[src/rtl/cache_mesi_array_ctrl.sv]
// ---------------------------------------------------------------------------
// cache_mesi_array_ctrl
//
// MESI coherence controller for the shared L2. It holds the MESI state of
// every line (NUM_SETS x NUM_WAYS) and services one processor or snoop
// request per transaction. Bus ops and L2->L1 messages leave as registered
// one-cycle pulses.
//
// Ports:
//   clk, rstb               clock (posedge) and async active-low reset
//   req_valid / req_ready   request handshake; ready only while IDLE
//   req_cmd/set/way         command and target line (set/way from tag/LRU)
//   bus_done                outstanding miss has completed on the bus
//   snoop_hit / snoop_hitm  snoop result, sampled together with bus_done
//   bus_valid / bus_op      one-cycle bus operation pulse
//   resp_valid / l1_msg     one-cycle response pulse to the L1
//   state_out / err         new line state and protocol error (with resp)
//   dbg_set/dbg_way         debug read index
//   dbg_state               combinational MESI state of the debug line
// ---------------------------------------------------------------------------
module cache_mesi_array_ctrl #(
  parameter  int NUM_SETS = 16,
  parameter  int NUM_WAYS = 4,
  localparam int SET_W    = $clog2(NUM_SETS),
  localparam int WAY_W    = (NUM_WAYS > 1) ? $clog2(NUM_WAYS) : 1
) (
  input  logic             clk,
  input  logic             rstb,
  input  logic             req_valid,
  output logic             req_ready,
  input  logic [2:0]       req_cmd,
  input  logic [SET_W-1:0] req_set,
  input  logic [WAY_W-1:0] req_way,
  input  logic             bus_done,
  input  logic             snoop_hit,
  input  logic             snoop_hitm,
  output logic             bus_valid,
  output logic [2:0]       bus_op,
  output logic             resp_valid,
  output logic [2:0]       l1_msg,
  output logic [1:0]       state_out,
  output logic             err,
  input  logic [SET_W-1:0] dbg_set,
  input  logic [WAY_W-1:0] dbg_way,
  output logic [1:0]       dbg_state
);

  // Request commands
  localparam logic [2:0] CMD_RD      = 3'd1;
  localparam logic [2:0] CMD_WR      = 3'd2;
  localparam logic [2:0] CMD_SNP_RD  = 3'd3;
  localparam logic [2:0] CMD_SNP_RDX = 3'd4;
  localparam logic [2:0] CMD_SNP_INV = 3'd5;
  localparam logic [2:0] CMD_CLR     = 3'd6;

  // Bus operations
  localparam logic [2:0] BUS_NULL  = 3'd0;
  localparam logic [2:0] BUS_READ  = 3'd1;
  localparam logic [2:0] BUS_WRITE = 3'd2;
  localparam logic [2:0] BUS_INV   = 3'd3;
  localparam logic [2:0] BUS_RWIM  = 3'd4;

  // L2 -> L1 messages
  localparam logic [2:0] MSG_NULL     = 3'd0;
  localparam logic [2:0] MSG_GETLINE  = 3'd1;
  localparam logic [2:0] MSG_SENDLINE = 3'd2;
  localparam logic [2:0] MSG_INVLINE  = 3'd3;
  localparam logic [2:0] MSG_EVICT    = 3'd4;

  // MESI encodings
  localparam logic [1:0] ST_I = 2'b00;
  localparam logic [1:0] ST_S = 2'b01;
  localparam logic [1:0] ST_E = 2'b10;
  localparam logic [1:0] ST_M = 2'b11;

  localparam logic [SET_W-1:0] LAST_SET = SET_W'(NUM_SETS - 1);

  typedef enum logic [1:0] {
    FSM_IDLE,
    FSM_MISS_WAIT,
    FSM_CLEAR
  } fsm_e;

  fsm_e fsm_q, fsm_d;

  // Packed so the whole array can be copied as the default next value.
  logic [NUM_SETS-1:0][NUM_WAYS-1:0][1:0] state_q, state_d;

  logic [SET_W-1:0] miss_set_q, miss_set_d;
  logic [WAY_W-1:0] miss_way_q, miss_way_d;
  logic             miss_wr_q, miss_wr_d;
  logic [SET_W-1:0] clr_idx_q, clr_idx_d;

  logic             bus_valid_q, bus_valid_d;
  logic [2:0]       bus_op_q, bus_op_d;
  logic             resp_valid_q, resp_valid_d;
  logic [2:0]       l1_msg_q, l1_msg_d;
  logic [1:0]       state_out_q, state_out_d;
  logic             err_q, err_d;

  logic [1:0]       cur_state;
  logic [1:0]       new_state;

  assign cur_state = state_q[req_set][req_way];

  // Next-state / output decode. All pulse outputs default to zero so every
  // response and bus op lasts exactly one cycle.
  always_comb begin
    fsm_d        = fsm_q;
    state_d      = state_q;
    miss_set_d   = miss_set_q;
    miss_way_d   = miss_way_q;
    miss_wr_d    = miss_wr_q;
    clr_idx_d    = clr_idx_q;
    bus_op_d     = BUS_NULL;
    resp_valid_d = 1'b0;
    l1_msg_d     = MSG_NULL;
    state_out_d  = ST_I;
    err_d        = 1'b0;
    new_state    = cur_state;

    unique case (fsm_q)
      FSM_IDLE: begin
        if (req_valid) begin
          case (req_cmd)
            CMD_RD, CMD_WR: begin
              if (cur_state == ST_I) begin
                // Miss: remember the line and go fetch it.
                miss_set_d = req_set;
                miss_way_d = req_way;
                miss_wr_d  = (req_cmd == CMD_WR);
                bus_op_d   = (req_cmd == CMD_WR) ? BUS_RWIM : BUS_READ;
                fsm_d      = FSM_MISS_WAIT;
              end else begin
                // Hit: a write upgrades to M; from S other copies must go.
                new_state = (req_cmd == CMD_WR) ? ST_M : cur_state;
                if (req_cmd == CMD_WR && cur_state == ST_S) begin
                  bus_op_d = BUS_INV;
                end
                resp_valid_d = 1'b1;
                l1_msg_d     = MSG_SENDLINE;
              end
            end
            CMD_SNP_RD: begin
              resp_valid_d = 1'b1;
              if (cur_state == ST_M) begin
                new_state = ST_S;
                bus_op_d  = BUS_WRITE;
                l1_msg_d  = MSG_GETLINE;
              end else if (cur_state != ST_I) begin
                new_state = ST_S;
              end
            end
            CMD_SNP_RDX: begin
              resp_valid_d = 1'b1;
              new_state    = ST_I;
              if (cur_state == ST_M) begin
                bus_op_d = BUS_WRITE;
                l1_msg_d = MSG_EVICT;
              end else if (cur_state != ST_I) begin
                l1_msg_d = MSG_INVLINE;
              end
            end
            CMD_SNP_INV: begin
              resp_valid_d = 1'b1;
              // Invalidate against a modified line means the bus protocol
              // was broken: keep the dirty data and flag it.
              if (cur_state == ST_M) begin
                err_d = 1'b1;
              end else if (cur_state != ST_I) begin
                new_state = ST_I;
                l1_msg_d  = MSG_INVLINE;
              end
            end
            CMD_CLR: begin
              clr_idx_d = '0;
              fsm_d     = FSM_CLEAR;
            end
            default: ;
          endcase
          if (resp_valid_d) begin
            state_d[req_set][req_way] = new_state;
            state_out_d               = new_state;
          end
        end
      end

      FSM_MISS_WAIT: begin
        if (bus_done) begin
          if (miss_wr_q) begin
            new_state = ST_M;
          end else begin
            new_state = (snoop_hit || snoop_hitm) ? ST_S : ST_E;
          end
          state_d[miss_set_q][miss_way_q] = new_state;
          resp_valid_d = 1'b1;
          l1_msg_d     = MSG_SENDLINE;
          state_out_d  = new_state;
          fsm_d        = FSM_IDLE;
        end
      end

      FSM_CLEAR: begin
        state_d[clr_idx_q] = '0;
        if (clr_idx_q == LAST_SET) begin
          resp_valid_d = 1'b1;
          l1_msg_d     = MSG_INVLINE;
          state_out_d  = ST_I;
          fsm_d        = FSM_IDLE;
        end else begin
          clr_idx_d = clr_idx_q + 1'b1;
        end
      end

      default: fsm_d = FSM_IDLE;
    endcase

    bus_valid_d = (bus_op_d != BUS_NULL);
  end

  // State register: reset drops any outstanding miss or clear silently.
  always_ff @(posedge clk or negedge rstb) begin
    if (!rstb) begin
      fsm_q        <= FSM_IDLE;
      state_q      <= '0;
      miss_set_q   <= '0;
      miss_way_q   <= '0;
      miss_wr_q    <= 1'b0;
      clr_idx_q    <= '0;
      bus_valid_q  <= 1'b0;
      bus_op_q     <= BUS_NULL;
      resp_valid_q <= 1'b0;
      l1_msg_q     <= MSG_NULL;
      state_out_q  <= ST_I;
      err_q        <= 1'b0;
    end else begin
      fsm_q        <= fsm_d;
      state_q      <= state_d;
      miss_set_q   <= miss_set_d;
      miss_way_q   <= miss_way_d;
      miss_wr_q    <= miss_wr_d;
      clr_idx_q    <= clr_idx_d;
      bus_valid_q  <= bus_valid_d;
      bus_op_q     <= bus_op_d;
      resp_valid_q <= resp_valid_d;
      l1_msg_q     <= l1_msg_d;
      state_out_q  <= state_out_d;
      err_q        <= err_d;
    end
  end

  assign req_ready  = (fsm_q == FSM_IDLE);
  assign bus_valid  = bus_valid_q;
  assign bus_op     = bus_op_q;
  assign resp_valid = resp_valid_q;
  assign l1_msg     = l1_msg_q;
  assign state_out  = state_out_q;
  assign err        = err_q;
  assign dbg_state  = state_q[dbg_set][dbg_way];

endmodule
[config.mk]
export PLATFORM = sky130hd
export DESIGN_NAME = cache_mesi_array_ctrl
export DESIGN_NICKNAME = d
export VERILOG_FILES = /design/src/rtl/cache_mesi_array_ctrl.sv
export SDC_FILE = /design/constraint.sdc
export NUM_CORES = 1
export LEC_CHECK = 0
export ABC_AREA = 0
export CAP_MARGIN = 20
export CORE_ASPECT_RATIO = 2
export CORE_MARGIN = 3
export CORE_UTILIZATION = 62
export DETAILED_ROUTE_END_ITERATION = 16
export HOLD_SLACK_MARGIN = 0.05
export PLACE_DENSITY = 0.8
export SYNTH_ARGS = -nofsm -noshare
export SYNTH_HDL_FRONTEND = slang
export SYNTH_SLANG_ARGS = --single-unit
[constraint.sdc]
create_clock -name clk -period 11.4 [get_ports clk]
set_input_delay 2.85 -clock clk [delete_from_list [all_inputs] [get_ports clk]]
set_output_delay 2.85 -clock clk [all_outputs]
set_load 0.01 [all_outputs]
==> impl_metrics.tcl <==
set metrics [dict create \
    path_clk_slew_ps 60 \
    antenna_cells 0 \
    p_leak_uw 0.00501 \
    clock_sinks 152 \
    dp.cells 1700 \
    clock-root-buffer "clkbuf_16" \
    grt_pass1_wl_mm 75.4 \
    finalSetupViolations 0 \
    p_per_area_nw_per_um2 226 \
    io_pins 35 \
    syn-cell-area_sq_um 12200 \
    dp_hpwl_mm 33.0 \
    cp.required_ps 8550 \
    layout-drive-gt1-share_pct 10.8 \
    start_kind "input port" \
    antenna_found_initial 0 \
    fmax_mhz 118 \
    drc 0 \
    cts_made_buffers 17 \
    grt_setup_unrepaired "no" \
    holdPathStages 2 \
    fin_tns_setup_ps 0 \
    outcome "finished, final reports clean" \
    syn-instance-count 1523 \
    clk_path_buf_depth 2 \
    ys_seq_area_share_pct 31.1 \
    critical_path_class "input port to primary output" \
    grt_util_all_layers_pct 46.6 \
    cts.repair.resized 0 \
    core_sq_um 19400 \
    rr_worst_depth 14 \
    final_cells 1738 \
    maxCapViolations 0 \
    drtIter0Drc 2006 \
    hp-class "flop to flop" \
    skew_ps 11.2 \
    synth_nets 1555 \
    cts_tree "yes" \
    fillers 1674 \
    cts_setup_buffers 0 \
    fin_crit_ps 8480 \
    crit_start "dbg_set[1]" \
    worstMarginPinSlew_ps 1250 \
    port_buffers 34 \
    clk_latency_ps 460 \
    fp.dieW_microns 105 \
    crit_fanout 32 \
    vias_per_cell 7.67 \
    ys_seq_elements 152 \
    synth-main-ff-cell "dfrtp_1" \
    fin_worst_hold_slack_ps 547 \
    synth.distinct_cells 64 \
    power_uw 2960 \
    finalCritPeriodShare_pct 74.4 \
    wl_mm 49.9 \
    fin_util_pct 67.7 \
    post_drt_wl_per_cell_microns 28.7 \
    synth_edf_count 0 \
    ys_warn_count 0 \
    die-area_sq_um 21600 \
    maxSlewHeadroom_pct 16.7 \
    cts-hold-fix-buffers 0 \
    grt_pass1_vias 12833 \
    drv_slew 0 \
    peakVddDrop_mv 0.418 \
    async_flop_share_pct 100 \
    nets 1499 \
    start_util_pct 63.2 \
    grt_max_degree 101 \
    fp.dieH_microns 205 \
    postSynthAreaPerCell_sq_um 8.03 \
    ant_nets 0 \
    grt_overflow 0 \
    end_kind "primary output" \
    area_growth_pct 7.13 \
    vias 13322 \
    firstDrtPassIters 9 \
    hold_viol 0 \
    rows 72 \
    cp_data_arrival_time_ps 5630 \
    htree_levels 4 \
    place_congestion 1.08 \
]
[critical path: stages]
cell,delay [ps]
clkdlybuf4s50_1,460
buf_4,440
mux4_2,470
mux4_2,500
nor2b_1,150
a211oi_1,210
a21oi_1,70
clkdlybuf4s50_1,490
[cell usage after synthesis (all sizes together), types with 2 or more instances]
cell	instances	share of area, %
o21bai	5	0.31
nand2	100	3.1
o221ai	4	0.29
inv	31	0.95
a21oi	162	6.7
nor2b	21	1.1
dfrtp	152	31
a22o	13	1.0
nor3	8	0.33
nor4	2	0.10
and2	6	0.31
a21o	5	0.31
o22ai	20	1.0
a211oi	6	0.37
buf	36	2.1
o22a	2	0.14
a22oi	144	9.1
a2bb2oi	5	0.36
and3	3	0.15
ha	11	1.1
mux2i	65	5.3
nand3	28	1.2
a31oi	7	0.41
or2	32	1.6
nor2	227	7.0
nand4	6	0.31
mux2	6	0.55
a32o	2	0.16
o211ai	6	0.37
nor4b	5	0.36
nand2b	10	0.51
clkbuf	98	3.0
nor4bb	6	0.49
o21ai	221	9.3
a31o	7	0.50
a41o	6	0.49
nand4b	4	0.29
mux4	40	7.4
[layout by cell type, fill, tap and decap left out, drive strengths merged, types with 6 or more instances in the layout]
master         netlist  layout
o22ai               20      20
nand4                6       6
dfrtp              152     152
nor4bb               6       6
a31oi                7       7
a21oi              162     162
mux2                 6       6
nor2               227     227
mux2i               65      65
nand3               28      28
nor3                 8       8
clkbuf              98      24
nand2b              10      10
a211oi               6       6
a41o                 6       6
inv                 31      31
and2                 6       6
nor2b               21      21
a22oi              144     144
ha                  11      11
nand2              100     100
or2                 32      32
o211ai               6       6
clkdlybuf4s50        0      31
mux4                40      40
o21ai              221     221
a22o                13      13
a31o                 7       7
buf                 36      28
[per-stage QoR]
| stage | instance area (sq um) | worst slack, ps |
|---|---|---|
| floorplan | 12200 | 3790 |
| global placement | 12400 | 2920 |
| finish | 13100 | 2920 |
| CTS | 13000 | 2970 |
| global route | 13100 | 2820 |
| detailed placement | 12400 | 2740 |
[where the power goes]
group          switching [uW]  internal [uW]
registers                 214            657
logic                    1050            468
clock network             241            327
total                    1500           1450
[final timing paths]
check                          endpoint  slack, ps
min                                flop        550
min reg2reg                        flop        550
max                        dbg_state[0]       2920
min in group asynchronous     async pin       2440
max reg2reg                        flop       6580
max in group asynchronous     async pin       7470
[cell families after synthesis]
| group | count (synthesis) | share of synthesized area, % |
|---|---|---|
| AO/OA/AOI/OAI | 621 | 31.2 |
| XOR/XNOR | 1 | 0.0716 |
| adder cells (fa/ha/maj) | 11 | 1.12 |
| buffers and inverters | 165 | 6.12 |
| flip-flops | 152 | 31.1 |
| multiplexers | 111 | 13.2 |
| AND/OR/NAND/NOR | 462 | 17.1 |
[cell type report]
cell class	instances	area (sq um)	share of cell area, %
multi-input cells	1206	7710	58.8
flip-flops and latches	152	3800	29.0
repair buffers	59	581	4.43
clock buffers	24	502	3.83
well taps	259	324	2.47
inverters	31	116	0.888
clock inverters	7	67.6	0.516
[routing by layer]
metal	global-route usage [%]	up-vias	part of all wire [%]
li1	-	5519	-
met1	51.1	6160	30
met2	72.4	1206	45
met3	12.8	437	13
met4	42.5	0	12
met5	0	-	0
Power figures use the tool's default switching activity.
